### config.mk
export PLATFORM = sky130hd
export DESIGN_NAME = mem_wb_flush_buffer_flat
export DESIGN_NICKNAME = d
export VERILOG_FILES = /design/src/rtl/mem_wb_flush_buffer_pkg.sv /design/src/rtl/mem_wb_flush_buffer_if.sv /design/src/rtl/mem_wb_flush_buffer.sv /design/src/flat_wrapper.sv
export SDC_FILE = /design/constraint.sdc
export NUM_CORES = 1
export LEC_CHECK = 0
export BUFFER_PORTS_ARGS = -buffer_cell sky130_fd_sc_hd__buf_2
export CAP_MARGIN = 20
export CELL_PAD_IN_SITES_DETAIL_PLACEMENT = 1
export CELL_PAD_IN_SITES_GLOBAL_PLACEMENT = 1
export CORE_MARGIN = 2
export CORE_UTILIZATION = 35
export CTS_CLUSTER_DIAMETER = 40
export DETAILED_ROUTE_END_ITERATION = 8
export PLACE_DENSITY_LB_ADDON = 0.1
export SLEW_MARGIN = 20
export SYNTH_ARGS = -nofsm -noshare
export SYNTH_HDL_FRONTEND = slang
export SYNTH_SLANG_ARGS = --single-unit
export TNS_END_PERCENT = 100
### constraint.sdc
create_clock -name clk -period 5.7 [get_ports clk]
set_input_delay 1.71 -clock clk [delete_from_list [all_inputs] [get_ports clk]]
set_output_delay 1.71 -clock clk [all_outputs]
set_load 0.005 [all_outputs]
### src/rtl/mem_wb_flush_buffer_pkg.sv
// Shared pipeline types for the memory-access to register-write boundary.
// Holds the op payload layout, active-list index width and the flush-range check
// used by every stage that drops ops on a selective recovery.
package mem_wb_flush_buffer_pkg;

    localparam int ACTIVE_LIST_ENTRY_NUM   = 64;
    localparam int ACTIVE_LIST_INDEX_WIDTH = $clog2(ACTIVE_LIST_ENTRY_NUM);
    localparam int MEM_WB_BUFFER_ENTRY_NUM = 2;

    typedef logic [ACTIVE_LIST_INDEX_WIDTH-1:0] ActiveListIndexPath;
    typedef logic [5:0]                         PRegNumPath;

    typedef struct packed {
        ActiveListIndexPath activeListPtr;
        PRegNumPath         phyDstReg;
        logic               regWrite;
        logic [31:0]        dataOut;
    } MemoryRegisterWriteStageRegPath;

    // Half-open range [head, tail) on the circular active list; head==tail is empty.
    function automatic logic in_flush_range(
        input ActiveListIndexPath p,
        input ActiveListIndexPath head,
        input ActiveListIndexPath tail
    );
        if (head < tail)      return (p >= head) && (p < tail);
        else if (head > tail) return (p >= head) || (p < tail);
        else                  return 1'b0;
    endfunction

    // An op is dropped only while recover is high, either wholesale or by range.
    function automatic logic is_op_flushed(
        input logic               recover,
        input logic               flush_all,
        input ActiveListIndexPath p,
        input ActiveListIndexPath head,
        input ActiveListIndexPath tail
    );
        return recover && (flush_all || in_flush_range(p, head, tail));
    endfunction

endpackage

### src/rtl/mem_wb_flush_buffer_if.sv
// Valid/ready handshake bundle between the memory access stage, the
// flush buffer and the memory register write stage.
// master = environment side, slave = the buffer itself.
interface mem_wb_flush_buffer_if;
    import mem_wb_flush_buffer_pkg::*;

    logic                           inValid;
    logic                           inReady;
    MemoryRegisterWriteStageRegPath inPayload;
    logic                           outValid;
    logic                           outReady;
    MemoryRegisterWriteStageRegPath outPayload;

    modport master (
        output inValid, inPayload, outReady,
        input  inReady, outValid, outPayload
    );

    modport slave (
        input  inValid, inPayload, outReady,
        output inReady, outValid, outPayload
    );
endinterface

### src/rtl/mem_wb_flush_buffer.sv
// Circular op buffer between memory access and register write that drops ops hit by selective flush.
// Latency: 1 cycle minimum from enqueue to outValid; no same-cycle pass-through.
// Backpressure: inReady low when full, stalled or clearing; outValid held off while stalled, clearing or head flushed.
module mem_wb_flush_buffer
    import mem_wb_flush_buffer_pkg::*;
#(
    parameter int ENTRY_NUM       = MEM_WB_BUFFER_ENTRY_NUM,
    parameter int FLUSH_CNT_WIDTH = 16
) (
    input  logic                        clk,
    input  logic                        rst,
    input  logic                        stall,
    input  logic                        clear,
    mem_wb_flush_buffer_if.slave        bus,
    input  logic                        recover,
    input  logic                        flushAllInsns,
    input  ActiveListIndexPath          flushHeadPtr,
    input  ActiveListIndexPath          flushTailPtr,
    output logic [$clog2(ENTRY_NUM):0]  count,
    output logic [FLUSH_CNT_WIDTH-1:0]  flushedCnt
);

    localparam int IDX_W = $clog2(ENTRY_NUM);
    localparam int CNT_W = IDX_W + 1;
    localparam int SUM_W = FLUSH_CNT_WIDTH + 1;
    localparam logic [CNT_W-1:0] FULL_CNT = CNT_W'(ENTRY_NUM);

    logic [ENTRY_NUM-1:0]           r_valid;
    MemoryRegisterWriteStageRegPath r_payload [ENTRY_NUM];
    logic [IDX_W-1:0]               r_head;
    logic [IDX_W-1:0]               r_tail;
    logic [CNT_W-1:0]               r_count;
    logic [FLUSH_CNT_WIDTH-1:0]     r_flushed_cnt;

    logic [ENTRY_NUM-1:0]           w_slot_flush;
    logic                           w_head_valid;
    logic                           w_head_flush;
    logic                           w_in_flush;
    logic                           w_in_ready;
    logic                           w_out_valid;
    logic                           w_enq;
    logic                           w_deq;
    logic                           w_pop;
    logic [SUM_W-1:0]               w_drop_num;
    logic [SUM_W-1:0]               w_flushed_sum;

    // Per-slot flush match against the current recovery range.
    always_comb begin
        w_slot_flush = '0;
        for (int i = 0; i < ENTRY_NUM; i++) begin
            w_slot_flush[i] = is_op_flushed(recover, flushAllInsns, r_payload[i].activeListPtr,
                                            flushHeadPtr, flushTailPtr);
        end
    end

    assign w_head_valid = r_valid[r_head];
    assign w_head_flush = w_slot_flush[r_head];
    assign w_in_flush   = is_op_flushed(recover, flushAllInsns, bus.inPayload.activeListPtr,
                                        flushHeadPtr, flushTailPtr);

    assign w_in_ready  = !rst && !stall && !clear && (r_count < FULL_CNT);
    assign w_out_valid = !rst && w_head_valid && (r_count != '0) && !stall && !clear && !w_head_flush;

    assign w_enq = bus.inValid && w_in_ready && !w_in_flush;
    assign w_deq = w_out_valid && bus.outReady;
    // A head left invalid by an earlier flush is retired silently, one per cycle.
    assign w_pop = !rst && !stall && !clear && (r_count != '0) && !w_head_valid;

    // Number of live ops dropped this cycle (stored slots plus the op offered at the input).
    always_comb begin
        w_drop_num = '0;
        if (!clear) begin
            for (int i = 0; i < ENTRY_NUM; i++) begin
                w_drop_num = w_drop_num + SUM_W'(r_valid[i] && w_slot_flush[i]);
            end
            w_drop_num = w_drop_num + SUM_W'(bus.inValid && w_in_ready && w_in_flush);
        end
        w_flushed_sum = {1'b0, r_flushed_cnt} + w_drop_num;
    end

    // Control state: valid bits, pointers, occupancy and the saturating drop counter.
    always_ff @(posedge clk) begin
        if (rst) begin
            r_valid       <= '0;
            r_head        <= '0;
            r_tail        <= '0;
            r_count       <= '0;
            r_flushed_cnt <= '0;
        end else if (clear) begin
            r_valid <= '0;
            r_head  <= '0;
            r_tail  <= '0;
            r_count <= '0;
        end else begin
            r_valid <= r_valid & ~w_slot_flush;
            if (w_deq || w_pop) begin
                r_valid[r_head] <= 1'b0;
                r_head          <= r_head + IDX_W'(1);
            end
            if (w_enq) begin
                r_valid[r_tail] <= 1'b1;
                r_tail          <= r_tail + IDX_W'(1);
            end
            r_count       <= r_count + CNT_W'(w_enq) - CNT_W'(w_deq || w_pop);
            r_flushed_cnt <= w_flushed_sum[FLUSH_CNT_WIDTH] ? '1
                                                              : w_flushed_sum[FLUSH_CNT_WIDTH-1:0];
        end
    end

    // Payload storage is written only on enqueue and needs no reset.
    always_ff @(posedge clk) begin
        if (w_enq) begin
            r_payload[r_tail] <= bus.inPayload;
        end
    end

    assign bus.inReady    = w_in_ready;
    assign bus.outValid   = w_out_valid;
    assign bus.outPayload = r_payload[r_head];
    assign count          = r_count;
    assign flushedCnt     = r_flushed_cnt;

endmodule

### src/flat_wrapper.sv
// flat-port wrapper written by rule: the top's interface ports become plain ports
module mem_wb_flush_buffer_flat import mem_wb_flush_buffer_pkg::*;
#(
    parameter int ENTRY_NUM       = MEM_WB_BUFFER_ENTRY_NUM,
    parameter int FLUSH_CNT_WIDTH = 16
)
  (clk, rst, stall, clear, recover, flushAllInsns, flushHeadPtr, flushTailPtr, count, flushedCnt, bus_inValid, bus_inPayload, bus_outReady, bus_inReady, bus_outValid, bus_outPayload);
  mem_wb_flush_buffer_if bus_i ();
  input  logic clk;
  input  logic rst;
  input  logic stall;
  input  logic clear;
  input  logic recover;
  input  logic flushAllInsns;
  input  ActiveListIndexPath flushHeadPtr;
  input  ActiveListIndexPath flushTailPtr;
  output logic [$clog2(ENTRY_NUM):0] count;
  output logic [FLUSH_CNT_WIDTH-1:0] flushedCnt;
  input wire logic [$bits(bus_i.inValid)-1:0] bus_inValid;
  input wire logic [$bits(bus_i.inPayload)-1:0] bus_inPayload;
  input wire logic [$bits(bus_i.outReady)-1:0] bus_outReady;
  output wire logic [$bits(bus_i.inReady)-1:0] bus_inReady;
  output wire logic [$bits(bus_i.outValid)-1:0] bus_outValid;
  output wire logic [$bits(bus_i.outPayload)-1:0] bus_outPayload;
  assign bus_i.inValid = bus_inValid;
  assign bus_i.inPayload = bus_inPayload;
  assign bus_i.outReady = bus_outReady;
  assign bus_inReady = bus_i.inReady;
  assign bus_outValid = bus_i.outValid;
  assign bus_outPayload = bus_i.outPayload;
  mem_wb_flush_buffer #(.ENTRY_NUM(ENTRY_NUM), .FLUSH_CNT_WIDTH(FLUSH_CNT_WIDTH)) u_core (.clk(clk), .rst(rst), .stall(stall), .clear(clear), .bus(bus_i), .recover(recover), .flushAllInsns(flushAllInsns), .flushHeadPtr(flushHeadPtr), .flushTailPtr(flushTailPtr), .count(count), .flushedCnt(flushedCnt));
endmodule
==> flow_summary.yaml <==
outcome:
  status: "completed"
grt:
  grt_max_degree: 47
  grt_pass1_wl_um: 20800
  grt_pass1_vias: 3970
  antenna_found_initial: 1
  overflow: 0
  track_usage_pct: 16.5
synthesis:
  syn_area_mm2: 0.00549
  synth_area_per_cell_um2: 13.5
  syn-num-nets: 522
  yosys_warnings: 0
  synth-main-ff-cell: "edfxtp_1"
  ys_types: 52
  ys_seq_area_share_pct: 57.6
  synth_cells: 408
  synth_edf_count: 90
  synth_seq_cells: 113
  async_flop_share_pct: 0
placed_design:
  hpwl_um: 9650
  place_area_mm2: 0.00651
  numPortBuffers: 129
  place_inst: 754
  gp_congestion: 0.812
detailed_routing:
  dr.pass1.iters: 4
  drtIter0Drc: 133
  wirelength_um: 13300
  num_vias: 3831
  drc: 0
  vias_per_cell: 4.88
  antenna_left: 0
  routedWlPerCell_um: 16.9
worst_setup_path:
  path_cells: "buf_2 -> ha_1 -> a21oi_1 -> a21boi_1 -> o32ai_2 -> o21ai_1 -> a21oi_2 -> buf_4 -> nand3_1 -> a21oi_1 -> buf_2"
  critPathKind: "in2out"
  critPathLaunchType: "input pin"
  worstRegToRegCells: 19
  arrival_ps: 3700
  max_stage_delay_ps: 400
  crit_fanout: 5
  cp-end-kind: "output pin"
  cp.buffers_inverters: 3
  cp_num_cells: 11
  cp.required_ps: 3990
  path_delay_family: "compound AO/OA/AOI/OAI gates"
  slowest_stage: "o32ai_2"
clock_network:
  cts_tree: "built"
  htree_levels: 4
  clock_latency_ps: 410
  cts-root-buf: "clkbuf_16"
  postCtsSetupBuffers: 0
  path_clk_slew_ps: 50
  clockBufferDepth: 2
  ctsResizeCount: 0
  ctsHoldBuffers: 0
  cts_buffers: 17
  cts.sink_count: 113
power:
  p_int_mw: 1.60
  p_sw_share_pct: 21.4
  clock_power_share_pct: 48.8
  cellLeakagePower_nw: 2.95
  cellPowerDensity_mw_per_mm2: 288
  p_sw_mw: 0.435
  power_frac_seq_pct: 44.5
  ir_drop_v: 0.000247
  comb_power_share_pct: 6.7
  p_total_mw: 2.03
cells_and_area:
  n_antenna_cell: 0
  final_cell_area_mm2: 0.00706
  area_delta_synth_final_pct: 28.5
  finalNetCount: 676
  multi_input_area_mm2: 0.00220
  finalNonFillerCells: 785
  regArea_mm2: 0.00316
  final_common_cell: "buf_2"
  drive_above_1_share_pct: 40.4
  fillers: 1627
  layout_common_cells: "129 x buf_2, 90 x edfxtp_1, 47 x ha_1, 44 x mux2_2, 26 x inv_1"
timing:
  skew_ps: 11.0
  drv_slew: 0
  tightest_slew_ps: 666
  fin_crit_sh_pct: 94.8
  fmax_ghz: 0.185
  min_period_ps: 5410
  setup_violations: 0
  hold_slack_ps: 509
  final_hold_viol_count: 0
  rsz0062_at_grt: "false"
  relSlewSlack_pct: 55.6
die:
  placementRows: 45
  core_region_area_mm2: 0.0153
  num_io_pins: 130
  die_h_um: 129
  die_x_um: 129
  initial_utilization_pct: 36.0
  dieArea_mm2: 0.0167
flow_run:
  maxCapViolCount: 0
worst_hold_path:
  min_delay_path_depth: 2
  hp-class: "reg2reg"
## cell type report
cell class                      instances  share of cell area (%)
Clock buffer                           19                    6.13
Clock inverter                         12                    1.68
Inverter                               26                    1.38
Multi-Input combinational cell        259                    31.2
Sequential cell                       113                    44.8
Tap cell                              211                    3.74
Timing Repair Buffer                  145                    11.0
## synthesized netlist by cell type, types with 3 or more instances
library cell,count,area (um^2)
o21a_1,3,22.5
o31ai_1,4,30.0
dfxtp_1,23,460
a21oi_1,21,105
and3_1,4,25.0
a21o_1,8,60.1
o21ai_0,10,50.1
nand2b_1,8,50.1
nand2_1,14,52.6
clkbuf_1,9,33.8
nand4_1,5,31.3
edfxtp_1,90,2700
inv_1,26,97.6
a211oi_1,3,22.5
xor2_1,9,78.8
ha_1,47,588
xnor2_1,5,43.8
a221oi_1,4,35.0
a21oi_2,4,35.0
nor2_1,18,67.6
nor3_1,3,15.0
mux2_2,44,495
nand3_1,6,30.0
nor2b_1,3,18.8
## logic make-up (layout without fill, tap and decap cells)
kind of cell / count (synthesis) / count (layout) / synth area share (%)
AND/OR/NAND/NOR: 75 / 75 / 7.36
adder cells (fa/ha/maj): 49 / 49 / 11.4
AO/OA/AOI/OAI: 75 / 75 / 9.43
XOR/XNOR: 14 / 14 / 2.23
multiplexers: 46 / 46 / 9.38
buffers and inverters: 36 / 202 / 2.60
flip-flops: 113 / 113 / 57.6
## sequential cells by signal (all words and copies together), names as in the netlist, named ones only
name	count
u_core.count	2
u_core.flushedCnt	16
u_core.r_valid	2
u_core.r_head	1
u_core.r_payload	90
u_core.r_tail	1
## per-stage QoR
stage	util [%]	setup WS, ps	TNS [ps]
2_1_floorplan	-	184	0
3_3_place_gp	42.6	47.7	0
3_5_place_dp	42.6	-40.6	-45.6
4_1_cts	46.3	276	0
5_1_grt	46.3	65.1	0
6_report	46.3	294	0
## path summary, 6_finish.rpt
check,startpoint,to,slack [ps]
setup reg to reg,u_core.r_payload[0][41],u_core.flushedCnt[8],1510
setup / recovery,flushHeadPtr[4],bus_outValid,290
hold reg to reg,u_core.flushedCnt[0],u_core.flushedCnt[0],510
hold / removal,u_core.flushedCnt[0],u_core.flushedCnt[0],510
## worst reg2reg max path: cells and delay by family (launching register included)
kind	cells	cell delay, ps
AND/OR/NAND/NOR	5	1190
adder cells (fa/ha/maj)	5	1270
buffers and inverters	2	210
flip-flops	1	420
AO/OA/AOI/OAI	7	1040
## power groups by stage
stage / clock network [mW] / logic (mW) / registers (mW)
floorplan: 0 / 0.0666 / 0.920
global placement: 0 / 0.131 / 0.920
finish: 0.992 / 0.136 / 0.904
global route: 1.05 / 0.153 / 0.904
detailed placement: 0 / 0.137 / 0.921
CTS: 1.02 / 0.138 / 0.904
## layer usage
layer	vias to the layer above	routed length, um	global-route usage (%)	part of all wire [%]
li1	1856	-	-	-
met1	1875	5800	19.5	44
met2	88	6640	28.6	50
met3	10	698	5.57	5.3
met4	2	111	4.80	0.84
met5	-	11	0	0.083
Note: power is estimated with default switching activity, not from simulation.
